--- src/rtl/bcd_xs3_seq.sv ---
// bcd_xs3_seq: multi-digit packed-BCD to excess-3 encoder.
// A word is accepted in IDLE, converted one digit per clock (LSD first) in
// CONV, then held in HOLD until the downstream side takes it.
module bcd_xs3_seq #(
  parameter int DIGITS = 4
) (
  input  logic                  clk,
  input  logic                  rst,
  input  logic                  in_valid,
  output logic                  in_ready,
  input  logic [4*DIGITS-1:0]   bcd_in,
  output logic                  out_valid,
  input  logic                  out_ready,
  output logic [4*DIGITS-1:0]   xs3_out,
  output logic                  err,
  output logic                  busy
);

  localparam int W  = 4 * DIGITS;
  localparam int CW = (DIGITS > 1) ? $clog2(DIGITS) : 1;

  localparam logic [1:0] S_IDLE = 2'd0;
  localparam logic [1:0] S_CONV = 2'd1;
  localparam logic [1:0] S_HOLD = 2'd2;

  localparam logic [CW-1:0] LAST_DIGIT = CW'(DIGITS - 1);

  logic [1:0]    r_state;
  logic [W-1:0]  r_work;
  logic [W-1:0]  r_xs3;
  logic [CW-1:0] r_cnt;
  logic          r_err;

  logic [3:0]    w_digit;
  logic [3:0]    w_xs3Digit;
  logic          w_digitBad;
  logic          w_inXfer;
  logic          w_outXfer;

  // Select the digit under conversion and form its excess-3 code (carry dropped).
  always_comb begin
    w_digit    = r_work[r_cnt*4 +: 4];
    w_xs3Digit = w_digit + 4'd3;
    w_digitBad = (w_digit > 4'd9);
    w_inXfer   = in_valid && (r_state == S_IDLE);
    w_outXfer  = out_ready && (r_state == S_HOLD);
  end

  // Control FSM plus working, result and error registers; reset wins over everything.
  always_ff @(posedge clk) begin
    if (rst) begin
      r_state <= S_IDLE;
      r_work  <= '0;
      r_xs3   <= '0;
      r_cnt   <= '0;
      r_err   <= 1'b0;
    end else begin
      case (r_state)
        S_IDLE: begin
          if (w_inXfer) begin
            r_work  <= bcd_in;
            r_cnt   <= '0;
            r_err   <= 1'b0;
            r_state <= S_CONV;
          end
        end
        S_CONV: begin
          r_xs3[r_cnt*4 +: 4] <= w_xs3Digit;
          r_err               <= r_err | w_digitBad;
          if (r_cnt == LAST_DIGIT) begin
            r_cnt   <= '0;
            r_state <= S_HOLD;
          end else begin
            r_cnt <= r_cnt + CW'(1);
          end
        end
        S_HOLD: begin
          if (w_outXfer) begin
            r_state <= S_IDLE;
          end
        end
        default: begin
          r_state <= S_IDLE;
        end
      endcase
    end
  end

  // Handshake and status outputs are pure decodes of the state register.
  always_comb begin
    in_ready  = (r_state == S_IDLE);
    out_valid = (r_state == S_HOLD);
    busy      = (r_state == S_CONV) || (r_state == S_HOLD);
    xs3_out   = r_xs3;
    err       = r_err;
  end

endmodule

--- config.mk ---
export PLATFORM = sky130hd
export DESIGN_NAME = bcd_xs3_seq
export DESIGN_NICKNAME = d
export VERILOG_FILES = /design/src/rtl/bcd_xs3_seq.sv
export SDC_FILE = /design/constraint.sdc
export NUM_CORES = 1
export LEC_CHECK = 0
export BUFFER_PORTS_ARGS = -buffer_cell sky130_fd_sc_hd__buf_2
export CORE_MARGIN = 3
export CORE_UTILIZATION = 30
export DETAILED_ROUTE_END_ITERATION = 10
export GPL_ROUTABILITY_DRIVEN = 1
export GPL_TIMING_DRIVEN = 0
export PLACE_DENSITY = 0.56
export SLEW_MARGIN = 20
export SYNTH_ARGS = -nofsm -noshare
export SYNTH_HDL_FRONTEND = slang
export SYNTH_SLANG_ARGS = --single-unit
--- constraint.sdc ---
create_clock -name clk -period 2.3 [get_ports clk]
set_input_delay 0.23 -clock clk [delete_from_list [all_inputs] [get_ports clk]]
set_output_delay 0.23 -clock clk [all_outputs]
set_load 0.03 [all_outputs]
; ---- After elaboration in Yosys (flattened, before gate mapping)
; Cells that the tools add are included.
[op_classes]
add_sub_neg = 3
n_lt_le_gt_ge = 1
n_eq_ne = 6
shifts = 3
mux = 10
bitwise_logic = 1
n_reduce_logical = 8
[ops]
columns = op, n
row1 = 4-bit negator with 34-bit output, 1
row2 = "4-bit by 34-bit variable shift with 16-bit output, first input constant", 1
row3 = 4-bit by 34-bit indexed part select with 16-bit output, 1
row4 = 16-bit bitwise mux, 1
row5 = 16-bit by 5-bit indexed part select with 4-bit output, 1
row6 = 2-bit 2-to-1 mux, 5
row7 = 2-bit one-hot mux with 3 select lines, 1
row8 = "4-bit by 2-bit adder with 4-bit output, second input constant", 1
row9 = "2-bit equality test, second input constant", 2
row10 = "4-bit greater-than comparator, second input constant", 1
row11 = "2-bit by 1-bit inequality test with 1-bit output, second input constant", 2
row12 = 2-bit one-hot mux with 2 select lines, 1
row13 = 2-bit AND reduction, 2
row14 = 3-bit AND reduction, 1
row15 = "2-bit by 1-bit adder with 2-bit output, second input constant", 1
row16 = "2-bit by 1-bit equality test with 1-bit output, second input constant", 1
row17 = 1-bit logical AND, 2
row18 = 2-bit zero test, 1
row19 = "2-bit inequality test, second input constant", 1
row20 = 1-bit one-hot mux with 2 select lines, 1
row21 = 2-bit nonzero test, 1
row22 = 1-bit logical OR, 1
row23 = 1-bit 2-to-1 mux, 1
row24 = 1-bit OR, 1
[totals]
reg_bits = 37
inputBits = 20
out_inout_bits = 20
wordCells = 37

; ---- Logic depth before layout (Yosys ltp)
[logic_depth]
ltp_word = 4
ltp_mapped = 8

; ---- Worst setup path after synthesis
; Ideal clock, no wire load.
[synth_path]
path_type = flip-flop to flip-flop
startpoint = register r_cnt[0]
endpoint = register r_xs3[5] (netlist: xs3_out[5])
setup_time_ps = 70
arrival_ps = 1900
t_required_ps = 2230
setup_slack_ps = 330
stages_incl_launch_ff = 7
synth_period_minus_slack_ps = 1970
path_cell_list = dfxtp_1 > buf_6 > mux4_1 > inv_1 > ha_1 > or3_1 > a21oi_1
[synth_between]
elab_chain_cells = 4
elab_cells_between_ends = 6
[synth_lines]
columns = item, line_no
row1 = "start, declared", 31  ; logic [CW-1:0] r_cnt;
row2 = "start signal, assigned", 74  ; r_cnt <= r_cnt + CW'(1);
row3 = 16-bit by 5-bit indexed part select with 4-bit output, 42  ; w_digit = r_work[r_cnt*4 +: 4];
row4 = 4-bit by 2-bit adder with 4-bit output, 43  ; w_xs3Digit = w_digit + 4'd3;
row5 = 4-bit by 34-bit indexed part select with 16-bit output, 68  ; r_xs3[r_cnt*4 +: 4] <= w_xs3Digit;
row6 = 16-bit bitwise mux *, 68
row7 = "end signal, assigned by index", 68
row8 = "end, declared", 30  ; logic [W-1:0] r_xs3;
; Mark *: on every way between the ends. The rest lies on a longest branch, timed or not.
; A chain may end at the register's enable or synchronous reset.

; ---- Final worst setup path
[layout_path]
startpoint = register r_cnt[0]
endpoint = register r_xs3[3] (netlist: xs3_out[3])
; The elaborated chain is that of the path after synthesis.

==> metrics.sh <==
FINAL.SETUP_SKEW_NS=0.00667
FINAL_NET_COUNT=277
SYNTHESIS.NETS=232
DIE_H_UM=82.4
SYN_AREA_UM2=1750
POSTSYNTHCELLCOUNT=201
SYNTH.LIB_CELLS_USED.DISTINCT=32
TIMING.CRITICAL_PATH.CELLS='buf_6, buf_8, inv_1, ha_1, nand4b_1, nor2_2, or4b_1, nand3_1'
SETUP.WORST_PATH.END_CLASS='flop'
MAX-CAP-VIOLATIONS=0
CPLARGESTDELAYFAMILY='simple AND/OR/NAND/NOR gates'
MAX-CLOCK-PATH-BUFFERS=2
WORSTPATHARRIVAL_NS=2.33
WORST-PATH-MAX-FANOUT=10
TIGHTESTPINTRANSITION_NS=0.496
YS_SEQ_AREA_FRAC=0.423
GRT_ANTENNA_BEFORE_REPAIR=0
SYN_TO_FINAL_GROWTH_PCT=21.3
YS_WARN_COUNT=0
SYNTH_ENABLE_FLOP_CELLS=0
SYNTH_COMMONEST_CELLS='nand2_1 (39), dfxtp_1 (37), a21oi_1 (22)'
GR-TOTAL-OVERFLOW=0
MIN_PATH_TYPE='input pin to flop'
WORST_SLEW_MARGIN_REL=0.667
DP.FINAL_HPWL_UM=3010
CTS.CLK_SLEW.WORST_PATHS_NS=0.08
ANTENNA_CELLS_INSERTED=0
HOLD_BUFFERS=0
ROUTE.FINAL.WIRE_LENGTH_UM=4160
ASYNC_RESET_FF_FRAC=0
TIMING.FINAL.MAX_SLEW_VIOLATIONS=0
NUMBER_OF_VIAS_AFTER_DETAILED_ROUTING=1512
SLOWEST_STAGE='or4b_1'
DETAIL-ROUTE-ANTENNA-NETS=0
IO_BUFFERS=38
SYNTHDOMINANTCELLAREASHARE=0.423
POST_SYNTH.CELL_AREA_AVG_UM2=8.71
PERIOD_SHARE=0.911
RUN_STATUS='finished, final reports clean'
DRT-INITIAL-DRC-COUNT=91
CLOCK_SINKS=37
CRITICALPATHCATEGORY='flop to flop'
CP-START-KIND='flop'
CRIT_REQUIRED_NS=2.54
MAX_STAGE_DELAY_NS=0.44
CTS_POST_SETUP_BUFFERS_INSERTED=0
LARGEST_NET_DEGREE_AT_THE_START_OF_GLOBAL_ROUTING=13
WIRELENGTH_MET1_UM=1970
STD_CELL_ROWS=27
DETAIL_ROUTE.DRC_VIOLATIONS=0
GRT_FIRST_PASS_WIRELENGTH_UM=6940
GRT_UTIL_ALL_LAYERS=0.137
TOTAL_LEAKAGE_POWER_nW=0.875
FINAL_LAYOUT_SIZE_SUFFIX_GT1_FRAC=0.219
CTS-HTREE-LEVELS=2
FLOORPLAN.CORE_AREA_UM2=5570
CLOCK.FMAX_GHz=0.477
LARGEST_VDD_SUPPLY_DROP_mV=0.276
DIE_AREA_UM2=6790
CTS_RESIZED=0
FIRST_GLOBAL_VIAS=1471
RSZ0062_AT_GRT='no'
INSERTION_DELAY_NS=0.29
LIBRARY_CELL_WITH_THE_HIGHEST_INSTANCE_COUNT_AFTER_SYNTHESIS='nand2_1'
IO_PINS=40
DETAIL_ROUTE.VIAS_PER_CELL=4.74
WL_PER_CELL_UM=13.0
INITIAL_CORE_UTIL=0.314
SYNTH_TOP_AREA_CELL='dfxtp_1'
POWER_DENSITY_nW_PER_UM2=689
TIMING.SETUP.TNS_NS=0
LAYOUT.CORE_UTILIZATION=0.381
CRIT_BUF_INV=3
FINALCRITICALPERIOD_NS=2.10
HOLD_VIOL=0
SYNTH.TOP_CELLS.BY_AREA='dfxtp_1 (42%), nand2_1 (8.4%), ha_1 (7.9%), a21oi_1 (6.3%), nor2_1 (4.1%)'
FIRST_PASS_ITERATION_COUNT_OF_THE_DETAILED_ROUTER=4
YOSYS_REGISTER_BITS=37
CLOCK-ROOT-BUFFER='clkbuf_8'
MET3_WL_POST_DR_UM=195
LAYOUT.AREA.SEQ_UM2=742
WEIGHTED_CONGESTION_REPORTED_AT_THE_END_OF_ROUTABILITY_DRIVEN_PLACEMENT=0.699
SYNTH-MAIN-FF-CELL='dfxtp_1'
REPORT.FINAL.SETUP_VIOL=0
MULTI_INPUT_AREA_UM2=930
DR.MAX_LAYER_USED='met4'
CTS-BUFFERS-INSERTED=5
NFILLCELLS=612
MET2ROUTEDLENGTH_UM=1960
CTS_TREE='done'
DIE-WIDTH_UM=82.4
==> state kept, by name (all words and copies together) (netlist names) <==
| register | cells |
|---|---|
| err | 1 |
| r_cnt | 2 |
| r_state | 2 |
| r_work | 16 |
| xs3_out | 16 |
==> path summary, 6_finish.rpt <==
kind	depth (start not counted)	slack (ns)	from	end
max reg2reg	8	0.20	r_cnt[0]	xs3_out[3]
min reg2reg	2	0.46	r_work[3]	r_work[3]
max	8	0.20	r_cnt[0]	xs3_out[3]
min	3	0.17	bcd_in[5]	r_work[5]
==> layout by cell type, fill, tap and decap left out, types with 4 or more instances in the layout <==
| cell type | count |
|---|---|
| ha_1 | 11 |
| a21oi_1 | 22 |
| clkbuf_8 | 5 |
| nand3b_1 | 5 |
| inv_1 | 7 |
| dfxtp_1 | 36 |
| nand2_1 | 39 |
| a22oi_1 | 8 |
| nor2_1 | 17 |
| nand4b_1 | 6 |
| nand3_1 | 4 |
| clkbuf_1 | 9 |
| nor3_1 | 4 |
| buf_2 | 38 |
==> per-stage QoR <==
stage	cell area (µm²)	std cells	setup WS, ns	hold slack [ns]	total power [mW]
final	2120	319	0.204	0.166	1.46
after global routing	2120	319	0.0616	0.160	1.56
after CTS	2120	319	0.109	0.159	1.48
after detailed placement	2030	311	0.129	0.445	1.03
after global placement	2030	311	0.123	0.442	1.03
after floorplan	1750	201	0.330	0.366	0.941
==> cell families after synthesis <==
kind of cell	Yosys count	synth area share
AND/OR/NAND/NOR	87	0.241
AO/OA/AOI/OAI	40	0.137
flip-flops	37	0.423
buffers and inverters	18	0.0493
adder cells (fa/ha/maj)	11	0.0786
multiplexers	7	0.0664
XOR/XNOR	1	0.00500
==> power by group <==
group,total (mW),switching [mW],internal [mW]
logic,0.317,0.201,0.116
registers,0.701,0.0229,0.678
clock network,0.445,0.236,0.209
total,1.46,0.460,1.00
==> tightest hold or removal path, stage by stage <==
cell,delay [ns]
buf_2,0.10
nand2_1,0.04
a21oi_1,0.05
==> layer usage <==
layer / up-vias / GRT usage
met5: - / 0
li1: 790 / -
met3: 5 / 0.0456
met2: 29 / 0.228
met4: 0 / 0.0349
met1: 688 / 0.169
==> cell type report <==
cell class	count	area share
Buffer	11	0.0283
Clock buffer	5	0.0324
Clock inverter	3	0.00824
Inverter	7	0.0124
Multi-Input combinational cell	146	0.438
Sequential cell	37	0.349
Tap cell	72	0.0424
Timing Repair Buffer	38	0.0895
No activity file was read; power rests on OpenSTA's default activity.
